===== src/rtl/core_sequencer.sv =====
// core_sequencer: multi-cycle control FSM for the single-issue core.
// Steps each instruction through FETCH, DECODE, EXEC, MEM and WB around the
// combinational decoder. It raises strobes toward imem, the ALU, dmem, the
// register file and the PC.
// Optional feature macro: CORE_PERF_CNT_EN adds the o_cycle_cnt/o_retire_cnt
// performance counters.
//
// Handshakes: o_fetch_req and o_mem_req are held high until the matching
// completion input (i_inst_ready / i_mem_done) is seen high on a rising edge.
// That edge completes the transfer. i_alu_done completes EXEC the same way,
// and may already be high in the o_alu_start cycle. Completion inputs seen
// outside their own state are ignored.
module core_sequencer #(
    parameter int ALU_MAX_CYCLES = 64,
    parameter int CNT_WIDTH      = 32
) (
    input  logic       i_clk,
    input  logic       i_rst,
    output logic       o_fetch_req,
    input  logic       i_inst_ready,
    output logic       o_inst_latch,
    input  logic       i_dec_alu,
    input  logic       i_dec_mem,
    input  logic       i_dec_store,
    input  logic       i_dec_jump,
    input  logic       i_dec_branch,
    input  logic       i_dec_subst,
    output logic       o_alu_start,
    input  logic       i_alu_done,
    output logic       o_mem_req,
    output logic       o_mem_we,
    input  logic       i_mem_done,
    output logic       o_reg_we,
    output logic       o_pc_we,
    output logic       o_illegal,
    output logic [2:0] o_state
`ifdef CORE_PERF_CNT_EN
    ,
    output logic [CNT_WIDTH-1:0] o_cycle_cnt,
    output logic [CNT_WIDTH-1:0] o_retire_cnt
`endif
);

    // Timeout counter must be able to hold ALU_MAX_CYCLES-1.
    localparam int TW = $clog2(ALU_MAX_CYCLES) + 1;
    localparam logic [TW-1:0] LAST_EXEC = TW'(ALU_MAX_CYCLES - 1);

    typedef enum logic [2:0] {
        S_IDLE   = 3'd0,
        S_FETCH  = 3'd1,
        S_DECODE = 3'd2,
        S_EXEC   = 3'd3,
        S_MEM    = 3'd4,
        S_WB     = 3'd5,
        S_HALT   = 3'd6
    } state_t;

    state_t        r_state;
    state_t        w_next;
    logic          r_illegal;
    logic [TW-1:0] r_cnt;
    logic          w_set_illegal;

    // State register, sticky trap flag and EXEC timeout counter.
    always_ff @(posedge i_clk) begin
        if (i_rst) begin
            r_state   <= S_IDLE;
            r_illegal <= 1'b0;
            r_cnt     <= '0;
        end else begin
            r_state <= w_next;
            if (w_set_illegal) begin
                r_illegal <= 1'b1;
            end
            // EXEC is only entered from DECODE, so that is where the count restarts.
            if (r_state == S_DECODE) begin
                r_cnt <= '0;
            end else if (r_state == S_EXEC) begin
                r_cnt <= r_cnt + TW'(1);
            end
        end
    end

    // Next-state and strobe decode; strobes depend on the current state only,
    // plus the decoder flags and handshake inputs of that state.
    always_comb begin
        w_next        = r_state;
        w_set_illegal = 1'b0;
        o_fetch_req   = 1'b0;
        o_inst_latch  = 1'b0;
        o_alu_start   = 1'b0;
        o_mem_req     = 1'b0;
        o_mem_we      = 1'b0;
        o_reg_we      = 1'b0;
        o_pc_we       = 1'b0;
        case (r_state)
            S_IDLE: begin
                w_next = S_FETCH;
            end
            S_FETCH: begin
                o_fetch_req = 1'b1;
                if (i_inst_ready) begin
                    o_inst_latch = 1'b1;
                    w_next       = S_DECODE;
                end
            end
            S_DECODE: begin
                if (i_dec_mem) begin
                    w_next = S_MEM;
                end else if (i_dec_alu) begin
                    w_next = S_EXEC;
                end else if (i_dec_jump || i_dec_branch || i_dec_subst) begin
                    w_next = S_WB;
                end else begin
                    w_set_illegal = 1'b1;
                    w_next        = S_HALT;
                end
            end
            S_EXEC: begin
                o_alu_start = (r_cnt == '0);
                if (i_alu_done) begin
                    w_next = S_WB;
                end else if (r_cnt == LAST_EXEC) begin
                    w_set_illegal = 1'b1;
                    w_next        = S_HALT;
                end
            end
            S_MEM: begin
                o_mem_req = 1'b1;
                o_mem_we  = i_dec_store;
                if (i_mem_done) begin
                    w_next = S_WB;
                end
            end
            S_WB: begin
                o_pc_we  = 1'b1;
                o_reg_we = !(i_dec_store || i_dec_branch);
                w_next   = S_FETCH;
            end
            S_HALT: begin
                w_next = S_HALT;
            end
            default: begin
                w_next = S_IDLE;
            end
        endcase
    end

    assign o_illegal = r_illegal;
    assign o_state   = r_state;

`ifdef CORE_PERF_CNT_EN
    logic [CNT_WIDTH-1:0] r_cycle_cnt;
    logic [CNT_WIDTH-1:0] r_retire_cnt;

    // Busy-cycle and retired-instruction counters; both wrap naturally.
    always_ff @(posedge i_clk) begin
        if (i_rst) begin
            r_cycle_cnt  <= '0;
            r_retire_cnt <= '0;
        end else begin
            if (r_state != S_IDLE && r_state != S_HALT) begin
                r_cycle_cnt <= r_cycle_cnt + CNT_WIDTH'(1);
            end
            if (r_state == S_WB) begin
                r_retire_cnt <= r_retire_cnt + CNT_WIDTH'(1);
            end
        end
    end

    assign o_cycle_cnt  = r_cycle_cnt;
    assign o_retire_cnt = r_retire_cnt;
`endif

endmodule


===== config.mk =====
export PLATFORM = sky130hd
export DESIGN_NAME = core_sequencer
export DESIGN_NICKNAME = d
export VERILOG_FILES = /design/src/rtl/core_sequencer.sv
export SDC_FILE = /design/constraint.sdc
export NUM_CORES = 1
export LEC_CHECK = 0
export CAP_MARGIN = 20
export CORE_MARGIN = 2
export CORE_UTILIZATION = 40
export DETAILED_ROUTE_END_ITERATION = 16
export GPL_TIMING_DRIVEN = 0
export PLACE_DENSITY = 0.74
export SYNTH_ARGS = -nofsm -noshare
export SYNTH_HDL_FRONTEND = slang
export SYNTH_SLANG_ARGS = --single-unit
export TNS_END_PERCENT = 20

===== constraint.sdc =====
create_clock -name i_clk -period 1.4 [get_ports i_clk]
set_input_delay 0.28 -clock i_clk [delete_from_list [all_inputs] [get_ports i_clk]]
set_output_delay 0.28 -clock i_clk [all_outputs]
set_load 0.02 [all_outputs]

Yosys cells after proc, flatten, opt, wreduce, memory -nomap -nowiden. Index checks and enable logic that the tools add are counted.

Register bits after elaboration: 11. Input port bits: 11. Output and inout bits: 11. Logic and storage cells: 45.

$add $sub $neg: 1. Equality and inequality tests: 10. Multiplexer cells: 22. Reduce and logical (&&, ||, !) cells: 9.

Operators by type and width (number): $mux W3 (6); $pmux W3 S6 (1); $mux W1 (13); $eq A3 B3 Y1 const B (3); $add A7 B1 Y7 const B (1); $eq A7 B6 Y1 const B (1); $logic_not A7 Y1 (1); $eq A3 B2 Y1 const B (2); $ne A2 B2 Y1 const B (2); $reduce_or A2 Y1 (2); $eq A3 B1 Y1 const B (1); $logic_not A3 Y1 (1); $logic_or A1 B1 Y1 (3); $ne A3 B2 Y1 const B (1); $reduce_and A3 Y1 (1); $mux W2 (1); $pmux W1 S2 (1); $logic_not A1 Y1 (1).

Longest topological paths before layout.
Word-level depth: 6. Depth in mapped cells: 5. Depth with buffers taken out: 5.

Worst setup path after synthesis. No wires, ideal clock.

Path kind: reg2out. From: register r_state[0] (netlist: o_state[0]). To: output o_reg_we. Data arrival time: 1848 ps. Data required time: 1120 ps. Setup slack: -728 ps. Cell stages (with the launch flop): 5. Buffers on the path: 1. Cells stage by stage: dfxtp_1 buf_6 inv_1 nor3b_1 nor3b_1.

Cells in the longest elaborated chain, start to end: 2.

Ends and longest elaborated chain: from (decl) (line 58) `state_t r_state;`; from (signal assigned) (line 71) `r_state <= w_next;`; $eq A3 B3 Y1 (line 96) `case (r_state)`; $mux W1 (line 96); to (decl) (line 33) `output logic o_reg_we,`.

No other way between the ends.

Worst setup path after layout. Same ends and word-level chain as after synthesis.

==> impl_results.md <==
* Outcome: finished, violations left
* Failing checks: negative setup slack
* Wire length per cell at 13.5 um
* Chip Height at roughly 45 um
* Reg2Reg Depth at 5
* Layout overhead on the synthesized area at 55.4%
* Synth Area per Inst at 8.09 um^2
* Routed WL at ~1700 um
* Leak at roughly 0.39 nW
* Power Dens Cells at 748 nW/um^2
* Port bufs at 21
* Post-Synthesis Cells at 84
* Fmax at 608 MHz
* Area of the multi-input gates at 489 um^2
* Crit path capture: o_reg_we
* CTS Buf Count at 3
* Final HPWL DP at 1260 um
* Crit share post-route at 118%
* Maxcap violations at 0
* Synth top area share at 32.4%
* Layout Utilization at 68.5%
* CP Cell Sequence: clkinvlp_4 -> nor3b_4 -> nor3b_4 -> buf_6
* Largest net degree at the start of global routing at 11
* Root Driver: clkbuf_4
* Slowest-stage cell, CP: dfxtp_4
* Filler cell count at between 100 and 150
* CP bufs+invs at 2
* Final Hold Viols at 0
* Synth area leader: dfxtp_1
* Number of DRC markers in iteration 0 at 21
* Worst min path class: reg2reg
* Placed cell count at 121
* Boundary Pins at 22
* Slew HR at 68.1%
* Clk slew on worst S/H paths at ~0.070 ns
* Row count at 14
* Vias in the first global route at roughly 650
* Die Wd at roughly 45 um
* Congestion Overflow GR at 0
* Instance count on the critical path at 4
* Initial Util at 44.1%
* R2r endpoint: o_state[1]$_SDFFE_PP0P_
* Worst IR drop on VDD at around 0.58 mV
* Min Tclk post-route at 1.65 ns
* Yosys warning total at 0
* Final #Nets at ~130
* Via density at 5.48
* Classification of the worst setup path: reg2out
* Post-synthesis sequential area ratio at 32.4%
* Setup slack after layout at -0.245 ns
* Worst EP required at 1.12 ns
* CP delay by family, top: simple AND/OR/NAND/NOR gates
* Post-route insts no fill at 128
* Final setup skew at 0.00148 ns
* Crit path arrival time at 1.37 ns
* Crit path launch: o_state[0]$_SDFFE_PP0P_
* Ant diodes at 0
* DRC violations left at 0
* Share of post-route cells with drive strength above 1 at 30.4%
* CTS H-tree depth at 1
* Antenna Nets Post-Route at 0
* Vias at 702
* Clock buffer depth at 2
* Worst setup EP type: primary output
* R2R setup slack at -0.10 ns
* Max-slew violation count at 0
* Final setup viols at 7
* Fin Hold WS at approximately 0.47 ns
* Clk Latency, worst-skew pair at 0.28 ns
* Number of synthesized register bits at 11
* Cell mode on critical path: nor3b_4
* Pre-antenna DRT Iters at 4
* Worst slack, placed at -0.536 ns
* Syn nets at 97
* Antenna violations before repair at 0
* Synthesized cell area at ~680 um^2
* Final Wtd Congestion at 0.785
* Setup tns final at -1.05 ns
* First-pass GRT wire length at ~2800 um
* Maximum fanout along the worst path at 4
* CP max stage delay at around 0.36 ns
* Synth top area cells: dfxtp_1, nor3_1, nor2_1, a21oi_1, ha_1
* Register Area at 231 um^2
* RSZ-0062 raised after global routing: true
* Sink Count at 11
* CP startpoint kind: flop
* CTS tree: done
* All-Layer GR Usage at 18.9%
* Core Box Area at 1540 um^2
* R2r startpoint: r_cnt[0]$_SDFFE_PP0N_
* Worst-Margin Slew at 0.474 ns
* Full die area at 2040 um^2
* Number of distinct library cells after synthesis at 34
## flip-flops by register name, summed over array words and instances (netlist names)
name	count
o_state	3
o_illegal	1
r_cnt	7
## per-stage QoR
| step | power (W) | instance area (um^2) |
|---|---|---|
| 4_1_cts | 0.000781 | 1020 |
| 3_3_place_gp | 0.000556 | 965 |
| 6_report | 0.000790 | 1060 |
| 2_1_floorplan | 0.000469 | 734 |
| 5_1_grt | 0.000828 | 1060 |
| 3_5_place_dp | 0.000559 | 965 |
## cell usage after synthesis
master,n
o21ai_0,4
buf_2,1
buf_6,1
clkbuf_1,1
a21o_1,1
or3b_4,1
a22oi_1,1
and2_1,2
dfxtp_1,11
xor2_1,2
a32o_1,1
nor3b_2,1
o22ai_1,1
and3b_4,1
ha_1,2
xnor2_1,2
nand4_1,2
a311oi_1,1
nand4b_1,1
nor2_1,8
o31ai_1,1
a211oi_2,1
a211oi_1,1
a21oi_1,5
inv_1,5
nand2_1,6
and4b_1,1
or3_1,2
nor3_1,6
nor3b_1,2
nand2b_1,1
nor4_1,3
o21bai_1,1
nor2b_1,4
## final cells by class
cell class              instances  area share, %
flip-flops and latches         11           21.9
inverters                       5           2.13
plain buffers                   2           2.84
clock buffers                   4           2.49
well taps                      16           1.90
repair buffers                 25           22.4
multi-input cells              65           46.3
## how the worst min path moves through the flow
stage	start	endpoint	slack [ns]	cells past startpoint
2_1_floorplan	i_rst	o_state[0]$_SDFFE_PP0P_	0.34	1
3_3_place_gp	o_illegal$_SDFFE_PP0P_	o_illegal$_SDFFE_PP0P_	0.45	2
3_5_place_dp	o_illegal$_SDFFE_PP0P_	o_illegal$_SDFFE_PP0P_	0.47	2
4_1_cts	o_illegal$_SDFFE_PP0P_	o_illegal$_SDFFE_PP0P_	0.48	2
5_1_grt	o_illegal$_SDFFE_PP0P_	o_illegal$_SDFFE_PP0P_	0.49	2
6_report	o_illegal$_SDFFE_PP0P_	o_illegal$_SDFFE_PP0P_	0.47	2
## worst min-delay path, delay by kind of cell, from the launching register on
family	cells	cell delay [ns]
flops	1	0.31
buf+inv	1	0.04
compound gates	1	0.07
## layer usage
| layer | wire (um) | track usage, % | vias up |
|---|---|---|---|
| met1 | 815 | 25.7 | 324 |
| met4 | 13 | 5.29 | 0 |
| met5 | 0 | 0 | - |
| li1 | - | - | 359 |
| met2 | 804 | 28.3 | 17 |
| met3 | 93 | 6.40 | 2 |
## cell usage in the layout, fill, tap and decap left out, types with 2 or more instances in the layout
cell type,n
or3_1,2
dfxtp_1,6
dlygate4sd2_1,4
o21ai_0,4
a21oi_1,4
clkbuf_4,3
nor3_1,5
inv_1,4
nand2_1,5
clkdlybuf4s50_1,10
xor2_1,2
nor2b_1,4
nor4_1,3
nor2_1,7
buf_6,5
buf_4,6
nand4_1,2
buf_8,2
xnor2_1,2
dfxtp_2,3
nor3b_4,3
dfxtp_4,2
## cell families (layout without fill, tap and decap cells)
logic type,Yosys count,count (layout),share of synthesized area [%]
compound gates,18,18,17.7
xor+xnor,4,4,5.16
fa+ha+maj,2,2,3.68
flops,11,11,32.4
buf+inv,8,36,5.71
simple gates,41,41,35.4
## report_power, final
part	internal, W	total (W)	switching, W
sequential	0.000324	0.000338	0.0000134
combinational	0.000115	0.000229	0.000114
clock	0.000111	0.000224	0.000113
## what timing repair did
action / in CTS / in global routing
hold endpoints to repair: 0 / 0
setup endpoints to repair: 15 / 14
buffers inserted: 2 / 2
hold buffers: 0 / 0
pin swaps: 3 / 5
resized for setup: 47 / 12
Note: power is estimated with default switching activity, not from simulation.
